===== src/rtl/multicycle_ctrl.sv =====
// Multicycle MIPS-subset control unit: FETCH/DECODE/EXE/MEM/WB sequencing,
// PC/IR/register/memory write strobes, datapath selects and a sticky illegal flag.
module multicycle_ctrl (
    input  logic        clk,
    input  logic        reset,
    input  logic [31:0] instr,
    input  logic        equal,
    input  logic        mem_ready,
    output logic        PCWr,
    output logic        IRWr,
    output logic [1:0]  PCOP,
    output logic [1:0]  RegDst,
    output logic [1:0]  RegWData,
    output logic        ExtOP,
    output logic        ALUSrc,
    output logic        RegWrite,
    output logic        MemWrite,
    output logic [3:0]  ALUOP,
    output logic [2:0]  state,
    output logic        done,
    output logic        illegal
);

    typedef enum logic [2:0] {
        FETCH  = 3'b000,
        DECODE = 3'b001,
        EXE    = 3'b010,
        MEM    = 3'b011,
        WB     = 3'b100
    } state_t;

    state_t cur_state, next_state;

    logic [5:0] opcode, funct;
    logic is_rtype, is_addu, is_subu, is_jr, is_ori, is_lui;
    logic is_lw, is_sw, is_beq, is_j, is_jal, is_illegal;
    logic is_alu, writes_reg;
    logic pc_wr, ir_wr, reg_write, mem_write, set_illegal;
    logic [1:0] pc_op;
    logic illegal_q;
    logic unused_instr_bits;

    assign opcode   = instr[31:26];
    assign funct    = instr[5:0];
    assign is_rtype = (opcode == 6'b000000);
    assign is_addu  = is_rtype && (funct == 6'b100001);
    assign is_subu  = is_rtype && (funct == 6'b100011);
    assign is_jr    = is_rtype && (funct == 6'b001000);
    assign is_ori   = (opcode == 6'b001101);
    assign is_lui   = (opcode == 6'b001111);
    assign is_lw    = (opcode == 6'b100011);
    assign is_sw    = (opcode == 6'b101011);
    assign is_beq   = (opcode == 6'b000100);
    assign is_j     = (opcode == 6'b000010);
    assign is_jal   = (opcode == 6'b000011);
    assign is_illegal = ~(is_addu | is_subu | is_jr | is_ori | is_lui |
                          is_lw | is_sw | is_beq | is_j | is_jal);
    assign is_alu     = is_addu | is_subu | is_ori | is_lui;
    assign writes_reg = is_alu | is_lw | is_jal;

    // Register/immediate fields are the datapath's business, not the controller's.
    assign unused_instr_bits = ^instr[25:6];

    always_ff @(posedge clk) begin
        if (!reset) begin
            cur_state <= FETCH;
            illegal_q <= 1'b0;
        end else begin
            cur_state <= next_state;
            if (set_illegal)
                illegal_q <= 1'b1;
        end
    end

    // Every instruction retires (PCWr/done) in exactly the state that returns to FETCH.
    always_comb begin
        next_state  = FETCH;
        pc_wr       = 1'b0;
        ir_wr       = 1'b0;
        pc_op       = 2'b00;
        reg_write   = 1'b0;
        mem_write   = 1'b0;
        set_illegal = 1'b0;
        case (cur_state)
            FETCH: begin
                ir_wr      = 1'b1;
                next_state = DECODE;
            end
            DECODE: begin
                if (is_j || is_jr) begin
                    pc_wr = 1'b1;
                    pc_op = is_jr ? 2'b10 : 2'b01;
                end else if (is_jal) begin
                    next_state = WB;
                end else if (is_illegal) begin
                    pc_wr       = 1'b1;
                    set_illegal = 1'b1;
                end else begin
                    next_state = EXE;
                end
            end
            EXE: begin
                if (is_beq) begin
                    pc_wr = 1'b1;
                    pc_op = equal ? 2'b01 : 2'b00;
                end else if (is_lw || is_sw) begin
                    next_state = MEM;
                end else if (is_alu) begin
                    next_state = WB;
                end
            end
            MEM: begin
                mem_write = is_sw;
                if (!mem_ready) begin
                    next_state = MEM;
                end else if (is_sw) begin
                    pc_wr = 1'b1;
                end else begin
                    next_state = WB;
                end
            end
            WB: begin
                pc_wr     = 1'b1;
                reg_write = writes_reg;
                pc_op     = is_jal ? 2'b01 : 2'b00;
            end
            default: next_state = FETCH;
        endcase
    end

    assign PCWr     = pc_wr & reset;
    assign done     = pc_wr & reset;
    assign IRWr     = ir_wr & reset;
    assign RegWrite = reg_write & reset;
    assign MemWrite = mem_write & reset;
    assign PCOP     = pc_op;

    assign RegDst   = {is_jal, is_ori | is_lui | is_lw};
    assign RegWData = {is_jal, is_lw};
    assign ExtOP    = is_lw | is_sw | is_beq;
    assign ALUSrc   = is_ori | is_lui | is_lw | is_sw;
    assign ALUOP    = {2'b00, is_ori | is_lui, is_lui | is_subu};

    assign state   = cur_state;
    assign illegal = illegal_q;

endmodule


===== config.mk =====
export PLATFORM = sky130hd
export DESIGN_NAME = multicycle_ctrl
export DESIGN_NICKNAME = d
export VERILOG_FILES = /design/src/rtl/multicycle_ctrl.sv
export SDC_FILE = /design/constraint.sdc
export NUM_CORES = 1
export LEC_CHECK = 0
export ABC_AREA = 0
export BUFFER_PORTS_ARGS = -buffer_cell sky130_fd_sc_hd__buf_2
export CORE_UTILIZATION = 35
export DETAILED_ROUTE_END_ITERATION = 8
export HOLD_SLACK_MARGIN = 0.12
export MAX_ROUTING_LAYER = met4
export PLACE_DENSITY = 0.82
export SLEW_MARGIN = 20
export SYNTH_ARGS = -nofsm -noshare
export SYNTH_HDL_FRONTEND = slang
export SYNTH_SLANG_ARGS = --single-unit

===== constraint.sdc =====
create_clock -name clk -period 1.7 [get_ports clk]
set_clock_uncertainty 0.1 [all_clocks]
set_input_delay 0.17 -clock clk [delete_from_list [all_inputs] [get_ports clk]]
set_output_delay 0.17 -clock clk [all_outputs]
set_load 0.02 [all_outputs]

==> results.sh <==
export IMPL_use_met2_pct=39.1
export IMPL_synth_avg_cell_area_um2=6.86
export IMPL_fin_crit_sh_pct=98.2
export IMPL_min_from="reset"
export IMPL_place_congestion=0.817
export IMPL_antenna_left=0
export IMPL_synth_most_common_cell="nand3_1"
export IMPL_final_hold_violation_count=0
export IMPL_die_h_um=42.3
export IMPL_ir_drop_mv=0.389
export IMPL_cts_buffer_depth=2
export IMPL_num_vias=897
export IMPL_crit_required_ns=1.43
export IMPL_area_growth_synth_to_final_pct=81.5
export IMPL_synth_top_flop_cell="dfxtp_1"
export IMPL_powerDensity_nw_per_um2=388
export IMPL_gr_total_overflow=0
export IMPL_cts_tree="built"
export IMPL_grt_max_degree=9
export IMPL_initial_core_util_pct=37.8
export IMPL_final_util_pct=68.6
export IMPL_grt_use_met3_pct=3.88
export IMPL_io_buffer_count=34
export IMPL_finalPower_uw=401
export IMPL_clkTransAtPathRegs_ns=0.04
export IMPL_critical_path_top_delay_family="compound AO/OA/AOI/OAI gates"
export IMPL_rsz0062_at_grt="yes"
export IMPL_wire_per_inst_um=13.9
export IMPL_maxCapViolations=0
export IMPL_status="finished clean"
export IMPL_placementRows=14
export IMPL_cts_buffers=3
export IMPL_ys_seq_elements=4
export IMPL_grt_busiest_layer="met2"
export IMPL_critPathCaptureType="output port"
export IMPL_antenna_found_initial=0
export IMPL_die_w_um=42.3
export IMPL_synth_area_um2=569
export IMPL_grt_pass1_vias=789
export IMPL_hold_path_class="primary input to flip-flop"
export IMPL_htreeDepth=1
export IMPL_clkSinkCount=4
export IMPL_final_layout_size_suffix_gt1_share_pct=58.4
export IMPL_min_period_ns=1.67
export IMPL_finalWorstSetupSlack_ns=0.0309
export IMPL_synth_cells=83
export IMPL_synth_area_top_cells="dfxtp_1 14%, buf_4 7.9%, nand3_1 7.0%, o21ai_0 5.3%, nand4_1 4.4%"
export IMPL_criticalPathCategory="primary input to output port"
export IMPL_path_max_fanout=2
export IMPL_fmax_ghz=0.599
export IMPL_p_leak_uw=0.000516
export IMPL_pin_count=57
export IMPL_nNetsFinal=175
export IMPL_crit_buf_inv=2
export IMPL_setup_violations=0
export IMPL_crit_start="instr[0]"
export IMPL_clk_latency_ns=0.24
export IMPL_use_met1_pct=28.2
export IMPL_async_flop_share_pct=0
export IMPL_place_ws_ns=-0.0891
export IMPL_max_stage_delay_ns=0.28
export IMPL_grt_usage_pct=23.2
export IMPL_grt_pass1_wl_um=3220
export IMPL_core_um2=1510
export IMPL_die_area_um2=1790
export IMPL_crit_slowest_cell="nor4b_4"
export IMPL_synth_cell_types=35
export IMPL_first_iter_violations=17
export IMPL_yosysTopAreaCellShare_pct=14.1
export IMPL_fillCellCount=125
export IMPL_final_setup_tns_ns=0
export IMPL_dp_hpwl_um=1500
export IMPL_routed_wl_um=2120
export IMPL_drtPass1Iterations=4
export IMPL_slew_viol_final=0
export IMPL_cts_root_buf="clkbuf_4"
export IMPL_worst_ep_arrival_time_ns=1.40
export IMPL_r2r_start="state[0]"
export IMPL_crit_chain="buf_2 > nor4b_4 > nand3_1 > a21oi_2 > a21oi_2 > o41ai_4 > buf_4"
export IMPL_yosys_warnings=0
export IMPL_start_kind="primary input"
export IMPL_antenna_cells=0
export IMPL_synth_edf_count=0
export IMPL_vias_per_cell=5.86
export IMPL_route_detailed_drc=0
export IMPL_synth_largest_area_cell="dfxtp_1"
export IMPL_synth_common_cells="8 x nand3_1, 6 x buf_4, 6 x nand2_1, 6 x nor2_1, 6 x o21ai_0"
export IMPL_ys_seq_area_share_pct=14.1
export IMPL_cpMostUsedCell="a21oi_2"
[worst reg2reg max path: cells and delay by family (launching register included)]
family | cells | cell delay, ns
flip-flops | 1 | 0.37
AND/OR/NAND/NOR | 3 | 0.84
AO/OA/AOI/OAI | 1 | 0.13
buffers and inverters | 1 | 0.04
[cells in the final DEF, fill, tap and decap left out, types with 2 or more instances in the layout]
cell type	n
buf_2	30
nand2_2	2
nor3_2	2
nand4_1	4
o21ai_0	5
conb_1	2
a21oi_2	2
clkbuf_4	3
nand3_1	7
nor2_1	4
buf_6	2
and2_1	2
nor2b_1	3
nor2_2	2
nand2_1	5
and3_1	2
nor3_1	2
nand2b_1	3
buf_4	24
dfxtp_1	2
a21oi_1	2
[final timing paths]
| check | end | slack [ns] | cells after the start |
|---|---|---|---|
| max reg2reg | illegal | 0.17 | 5 |
| max | PCWr | 0.03 | 7 |
| min | state[0] | 0.22 | 3 |
| min reg2reg | illegal | 0.36 | 1 |
[registers in the layout, summed over array words and instances, names as in the netlist]
| name | flops |
|---|---|
| state | 3 |
| illegal | 1 |
[report_power, final]
part / internal [uW] / switching [uW] / total (uW)
logic: 79.5 / 94.7 / 174
registers: 99.1 / 5.75 / 105
clock network: 79.2 / 42.6 / 122
total: 258 / 143 / 401
[area by class of cell]
| class | count | area (um^2) | area share, % |
|---|---|---|---|
| multi-input combinational | 71 | 536 | 51.8 |
| timing repair buffer | 57 | 363 | 35.1 |
| sequential | 4 | 85.1 | 8.23 |
| clock buffer | 3 | 22.5 | 2.18 |
| tap | 16 | 20.0 | 1.94 |
| inverter | 2 | 7.51 | 0.726 |
[kinds of logic (layout without fill, tap and decap cells)]
| family | Yosys count | count (layout) | share of synthesized area, % |
|---|---|---|---|
| buffers and inverters | 9 | 62 | 9.89 |
| AO/OA/AOI/OAI | 18 | 18 | 19.8 |
| multiplexers | 1 | 1 | 1.76 |
| AND/OR/NAND/NOR | 50 | 50 | 53.8 |
| other | 1 | 2 | 0.659 |
| flip-flops | 4 | 4 | 14.1 |
[metrics by stage]
stage | hold WS, ns | instances | instance area [um^2]
detailed placement | 0.350 | 145 | 910
floorplan | 0.188 | 84 | 634
CTS | 0.187 | 153 | 992
global route | 0.227 | 153 | 1030
global placement | 0.343 | 145 | 910
finish | 0.225 | 153 | 1030
[per-layer routing]
layer | vias to the layer above | part of all wire (%)
li1 | 415 | -
met1 | 429 | 40
met2 | 47 | 50
met3 | 6 | 8.2
met4 | 0 | 1.8
met5 | - | 0
[timing repair]
| item | 4_1_cts | 5_1_grt |
|---|---|---|
| endpoints found under the hold margin | 1 | 0 |
| pin swaps | 3 | 3 |
| endpoints found under the setup margin | 3 | 4 |
| hold buffers | 1 | 0 |
| resized for setup | 8 | 10 |
| buffers inserted | 4 | 0 |
Note: power is estimated with default switching activity, not from simulation.
